[config.mk]
export PLATFORM = sky130hd
export DESIGN_NAME = fetch_sequencer
export DESIGN_NICKNAME = d
export VERILOG_FILES = /design/src/rtl/fetch_sequencer.sv
export SDC_FILE = /design/constraint.sdc
export NUM_CORES = 1
export LEC_CHECK = 0
export BUFFER_PORTS_ARGS = -buffer_cell sky130_fd_sc_hd__buf_2
export CORE_UTILIZATION = 49
export DETAILED_ROUTE_END_ITERATION = 10
export PLACE_DENSITY = 0.73
export SYNTH_ARGS = -nofsm -noshare
export SYNTH_HDL_FRONTEND = slang
export SYNTH_SLANG_ARGS = --single-unit
export TNS_END_PERCENT = 1
[constraint.sdc]
create_clock -name clock -period 5.8 [get_ports clock]
set_input_delay 0.87 -clock clock [delete_from_list [all_inputs] [get_ports clock]]
set_output_delay 0.87 -clock clock [all_outputs]
set_load 0.01 [all_outputs]
[src/rtl/fetch_sequencer.sv]
// rtl/fetch_sequencer.sv - PC sequencer feeding a one-entry fetch slot toward decode
// Halts in FAULT on a misaligned or out-of-range fetch; only reset leaves FAULT.
module fetch_sequencer #(
  parameter int unsigned MEM_BYTES = 512,
  parameter logic [31:0] RESET_PC  = 32'h0000_0000
) (
  input  logic        clock,
  input  logic        reset,
  input  logic        start,
  output logic [31:0] instructionAddress,
  input  logic [31:0] instructionIn,
  output logic [31:0] instOut,
  output logic [31:0] instPc,
  output logic        instValid,
  input  logic        instReady,
  input  logic        redirectValid,
  input  logic [31:0] redirectTarget,
  output logic        halted,
  output logic [31:0] faultAddr
);

  typedef enum logic [1:0] {
    IDLE  = 2'd0,
    FETCH = 2'd1,
    FAULT = 2'd2
  } state_t;

  localparam logic [32:0] LAST_BYTE = 33'(MEM_BYTES) - 33'd1;

  state_t      state_q, state_d;
  logic [31:0] pc_q, pc_d;
  logic [31:0] inst_out_q, inst_out_d;
  logic [31:0] inst_pc_q, inst_pc_d;
  logic        inst_valid_q, inst_valid_d;
  logic [31:0] fault_addr_q, fault_addr_d;
  logic        slot_free;
  logic        pc_in_range;
  logic        target_ok;

  // Widened to 33 bits so addresses near 2^32 cannot wrap back into range.
  function automatic logic word_in_range(input logic [31:0] addr);
    return ({1'b0, addr} + 33'd3) <= LAST_BYTE;
  endfunction

  assign slot_free   = !inst_valid_q || instReady;
  assign pc_in_range = word_in_range(pc_q);
  assign target_ok   = (redirectTarget[1:0] == 2'b00) && word_in_range(redirectTarget);

  always_comb begin
    state_d      = state_q;
    pc_d         = pc_q;
    inst_out_d   = inst_out_q;
    inst_pc_d    = inst_pc_q;
    inst_valid_d = inst_valid_q;
    fault_addr_d = fault_addr_q;
    case (state_q)
      IDLE: begin
        if (start) begin
          state_d = FETCH;
          pc_d    = RESET_PC;
        end
      end
      FETCH: begin
        if (redirectValid) begin
          // Redirect flushes the slot, whether it was held or being accepted now.
          inst_valid_d = 1'b0;
          if (target_ok) begin
            pc_d = redirectTarget;
          end else begin
            state_d      = FAULT;
            fault_addr_d = redirectTarget;
          end
        end else if (slot_free) begin
          if (pc_in_range) begin
            inst_out_d   = instructionIn;
            inst_pc_d    = pc_q;
            inst_valid_d = 1'b1;
            pc_d         = pc_q + 32'd4;
          end else begin
            state_d      = FAULT;
            fault_addr_d = pc_q;
            inst_valid_d = 1'b0;
          end
        end
      end
      FAULT: begin
        inst_valid_d = 1'b0;
      end
      default: begin
        state_d      = IDLE;
        inst_valid_d = 1'b0;
      end
    endcase
  end

  always_ff @(posedge clock or posedge reset) begin
    if (reset) begin
      state_q      <= IDLE;
      pc_q         <= RESET_PC;
      inst_out_q   <= 32'd0;
      inst_pc_q    <= 32'd0;
      inst_valid_q <= 1'b0;
      fault_addr_q <= 32'd0;
    end else begin
      state_q      <= state_d;
      pc_q         <= pc_d;
      inst_out_q   <= inst_out_d;
      inst_pc_q    <= inst_pc_d;
      inst_valid_q <= inst_valid_d;
      fault_addr_q <= fault_addr_d;
    end
  end

  assign instructionAddress = (state_q == FETCH) ? pc_q : 32'd0;
  assign instOut            = inst_out_q;
  assign instPc             = inst_pc_q;
  assign instValid          = inst_valid_q;
  assign halted             = (state_q == FAULT);
  assign faultAddr          = fault_addr_q;

endmodule

==> PnR_summary.wiki <==
{| class="wikitable"
! Metric !! Value
|-
| Outcome || finished clean
|-
| Remaining global-route overflow || 0
|-
| Area added between synthesis and finish || 22.5%
|-
| CTS buffer count || 17
|-
| Switching power summed over all nets || 0.00139 W
|-
| Die area || 0.0150 sq mm
|-
| Die W || 123 microns
|-
| Setup repair bufs after CTS || 0
|-
| Yosys Warn Count || 0
|-
| Cell internal pwr || 0.00239 W
|-
| Number of antenna-violating nets in the routed design || 0
|-
| Via count of the first global-routing pass || 5971
|-
| Post-synthesis cell type with the largest combined area || dfrtp_1
|-
| List of most frequent post-synthesis cells || 131 x dfrtp_1, 80 x inv_1, 63 x nor2_1, 35 x mux2_1, 25 x nor2b_1
|-
| Final setup violation count || 0
|-
| CTS tree || built
|-
| Yosys top cell area share || 0.459
|-
| DPL Wire Length || 14.0 mm
|-
| Sequential share of power || 0.379
|-
| Detailed-routing iteration count for the pre-antenna-repair pass || 5
|-
| Synth Instances || 715
|-
| Critical setup path kind || primary input to flip-flop
|-
| Synth Flop Type || dfrtp_1
|-
| Share of the clock period used by the worst path || 0.742
|-
| Vias || 6277
|-
| Count of boundary I/O pins || 199
|-
| Number of enable-type register cells in the synthesized netlist || 0
|-
| Routability cong. || 0.927
|-
| Library cell used as clock root buffer || clkbuf_16
|-
| Peak fanout along the critical path || 25
|-
| Net Count, Synth || 789
|-
| # DRC || 0
|-
| FILL cells || 1215
|-
| Final worst clock skew || 5.30 ps
|-
| Combinational share of power || 0.353
|-
| Clock transition at the registers of the reported paths || 60 ps
|-
| Hold crit path type || flip-flop to flip-flop
|-
| Average size of a mapped cell || 9.98 sq um
|-
| Async set-reset flop share out of synthesis || 1.00
|-
| Iter 0 DRT Violations || 433
|-
| Sort of element at the end of the critical path || flip-flop
|-
| Height of the chip || 123 microns
|-
| Buffers and inverters on the worst path || 3
|-
| Wirelength, routed || 19.4 mm
|-
| Diode insertion count for antenna repair || 0
|-
| Relative slew margins || 0.180
|-
| Critical Path Start Type || primary input
|-
| Setup repair after global routing missed its margin || no
|-
| Share of cells above drive strength 1 || 0.311
|-
| Distinct cell type count after synthesis || 68
|-
| Largest net degree at the start of global routing || 74
|-
| Clock share of power || 0.268
|-
| Worst slew pin tran || 1230 ps
|-
| H-Tree Depth || 4
|-
| Register bit total from synthesis || 131
|-
| Overall fraction of global-route tracks in use || 0.270
|-
| Number of slew-limit violations in the final report || 0
|-
| Count of endpoints failing hold in the final timing report || 0
|-
| Cell breakdown of the critical path || buf_2, inv_1, ha_1, or4_1, nor4_4, mux2i_1, or4_1, or3b_1, a21boi_4, buf_4, a221oi_2
|-
| Worst endpoint required time || 6080 ps
|-
| Leading cell type by number of instances after synthesis || dfrtp_1
|-
| Number of hold buffers added after CTS || 0
|-
| Most repeated library cell on the critical path || or4_1
|-
| Slowest CP cell || or4_1
|-
| Via density || 5.78
|-
| Cell family contributing the most delay on the critical path || simple AND/OR/NAND/NOR gates
|-
| Number of rows in the core area || 43
|-
| Power Density || 432 mW/mm^2
|-
| Routed wirelength normalized by instance count || 17.8 microns
|-
| Largest incremental delay on the critical path || 710 ps
|-
| Leading cell types by total area after synthesis || dfrtp_1 46%, mux2_1 5.5%, inv_1 4.2%
|-
| Switching share of total power || 0.367
|-
| Accumulated negative setup slack || 0 ps
|-
| Starting density of the core || 0.508
|-
| Max-cap violations || 0
|-
| Clock tree buffer depth || 2
|-
| Static Leak || 4.32 nW
|-
| Global-route wire length before repair || 31.0 mm
|-
| Standard cell core area || 0.0140 sq mm
|-
| Placed cells || 1054
|-
| Sequential fraction of the synthesis area || 0.459
|-
| Clock Sinks || 131
|-
| Non-filler instance count after layout || 1086
|-
| Latest clock arrival within the worst-skew pair || 420 ps
|-
| Number of buffers added on ports || 198
|-
| Top achievable clock speed || 232 MHz
|-
| Syn Std Cell Area || 0.00713 sq mm
|-
| Number of antenna violations at the first check in global routing || 0
|-
| Count of cells resized by post-cts repair || 0
|-
| Final critical-path required period || 4310 ps
|-
| Worst-case hold slack || 480 ps
|-
| Net total in the final layout || 967
|-
| Arrival time at the worst endpoint || 4590 ps
|-
| Worst ir drop on vdd || 0.294 mV
|}
cell type report:
cell class / count / area [sq um] / area share
multi-input combinational: 457 / 3320 / 0.380
sequential: 131 / 3280 / 0.375
timing repair buffer: 206 / 1050 / 0.120
clock buffer: 20 / 457 / 0.0522
inverter: 80 / 303 / 0.0346
tap: 180 / 225 / 0.0258
clock inverter: 12 / 106 / 0.0122
power groups by stage:
stage | Sequential, W | Combinational [W] | Clock [W]
after global placement | 0.00143 | 0.00131 | 0
final | 0.00143 | 0.00134 | 0.00101
after CTS | 0.00143 | 0.00135 | 0.00103
after floorplan | 0.00150 | 0.000796 | 0
after detailed placement | 0.00144 | 0.00134 | 0
after global routing | 0.00147 | 0.00146 | 0.00107
logic make-up (layout without fill, tap and decap cells):
kind of cell,count (synthesis),after routing,synth area share
AOI/OAI and AO/OA,139,139,0.161
adders and majority gates,5,5,0.00877
xor gates and xnor gates,15,15,0.0184
and+or+nand+nor,246,246,0.194
muxes,52,52,0.0805
buffers and inverters,127,318,0.0780
DFF,131,131,0.459
metal layers:
metal  global-route usage  part of all wire  wire length (microns)  up-vias
met1                0.378              0.45                   8720     2994
met2                0.386              0.42                   8240      327
li1                     -                 -                      -     2908
met4                0.135             0.033                    642        0
met5                    0                 0                      0        -
met3               0.0688             0.092                   1780       48
flip-flops by register name, summed over array words and instances (netlist names):
| signal | cells |
|---|---|
| instOut | 32 |
| instValid | 1 |
| state_q | 2 |
| instPc | 32 |
| pc_q | 32 |
| faultAddr | 32 |
cells in the final DEF (no fill, tap or decap), types with 5 or more instances in the layout:
cell	instances
clkbuf_16	17
nor2b_1	25
or2_2	5
and2_1	24
a21oi_1	17
nand4_1	14
or4_1	8
nand3_1	17
a21boi_0	18
mux2i_1	9
inv_1	79
nor4_1	20
o31a_1	5
nor3_1	17
a31oi_1	5
buf_4	8
o21ai_0	13
a221oi_2	19
mux2_2	8
buf_2	198
nor2_1	63
mux2_1	35
clkinv_2	5
xnor2_1	11
dfrtp_1	131
o31ai_1	5
ha_1	5
nand2_1	20
o211ai_1	5
and3_1	6
o22ai_1	5
a221oi_1	13
and4_1	5
through the flow:
stage | util | setup WS, ps | power [W] | instance area [sq um]
3_5_place_dp | 0.582 | 1090 | 0.00278 | 8180
6_report | 0.622 | 1490 | 0.00378 | 8740
3_3_place_gp | 0.582 | 1120 | 0.00275 | 8180
5_1_grt | 0.622 | 1320 | 0.00400 | 8740
2_1_floorplan | - | 1430 | 0.00229 | 7130
4_1_cts | 0.622 | 1530 | 0.00380 | 8740
path summary, 6_finish.rpt:
| check | startpoint | end | slack, ps | depth (start not counted) |
|---|---|---|---|---|
| worst max-delay path | redirectTarget[0] | faultAddr[2]$_DFFE_PP0P_ | 1490 | 11 |
| worst min-delay path | instOut[13]$_DFFE_PP0P_ | instOut[13]$_DFFE_PP0P_ | 480 | 1 |
| worst max register to register | pc_q[7]$_DFFE_PP0P_ | faultAddr[2]$_DFFE_PP0P_ | 1540 | 10 |
| worst min register to register | instOut[13]$_DFFE_PP0P_ | instOut[13]$_DFFE_PP0P_ | 480 | 1 |
| max in group asynchronous | reset | state_q[1]$_DFFE_PP0P_ | 3850 | 3 |
| min in group asynchronous | reset | instPc[19]$_DFFE_PP0P_ | 640 | 2 |
Power figures use the tool's default switching activity.
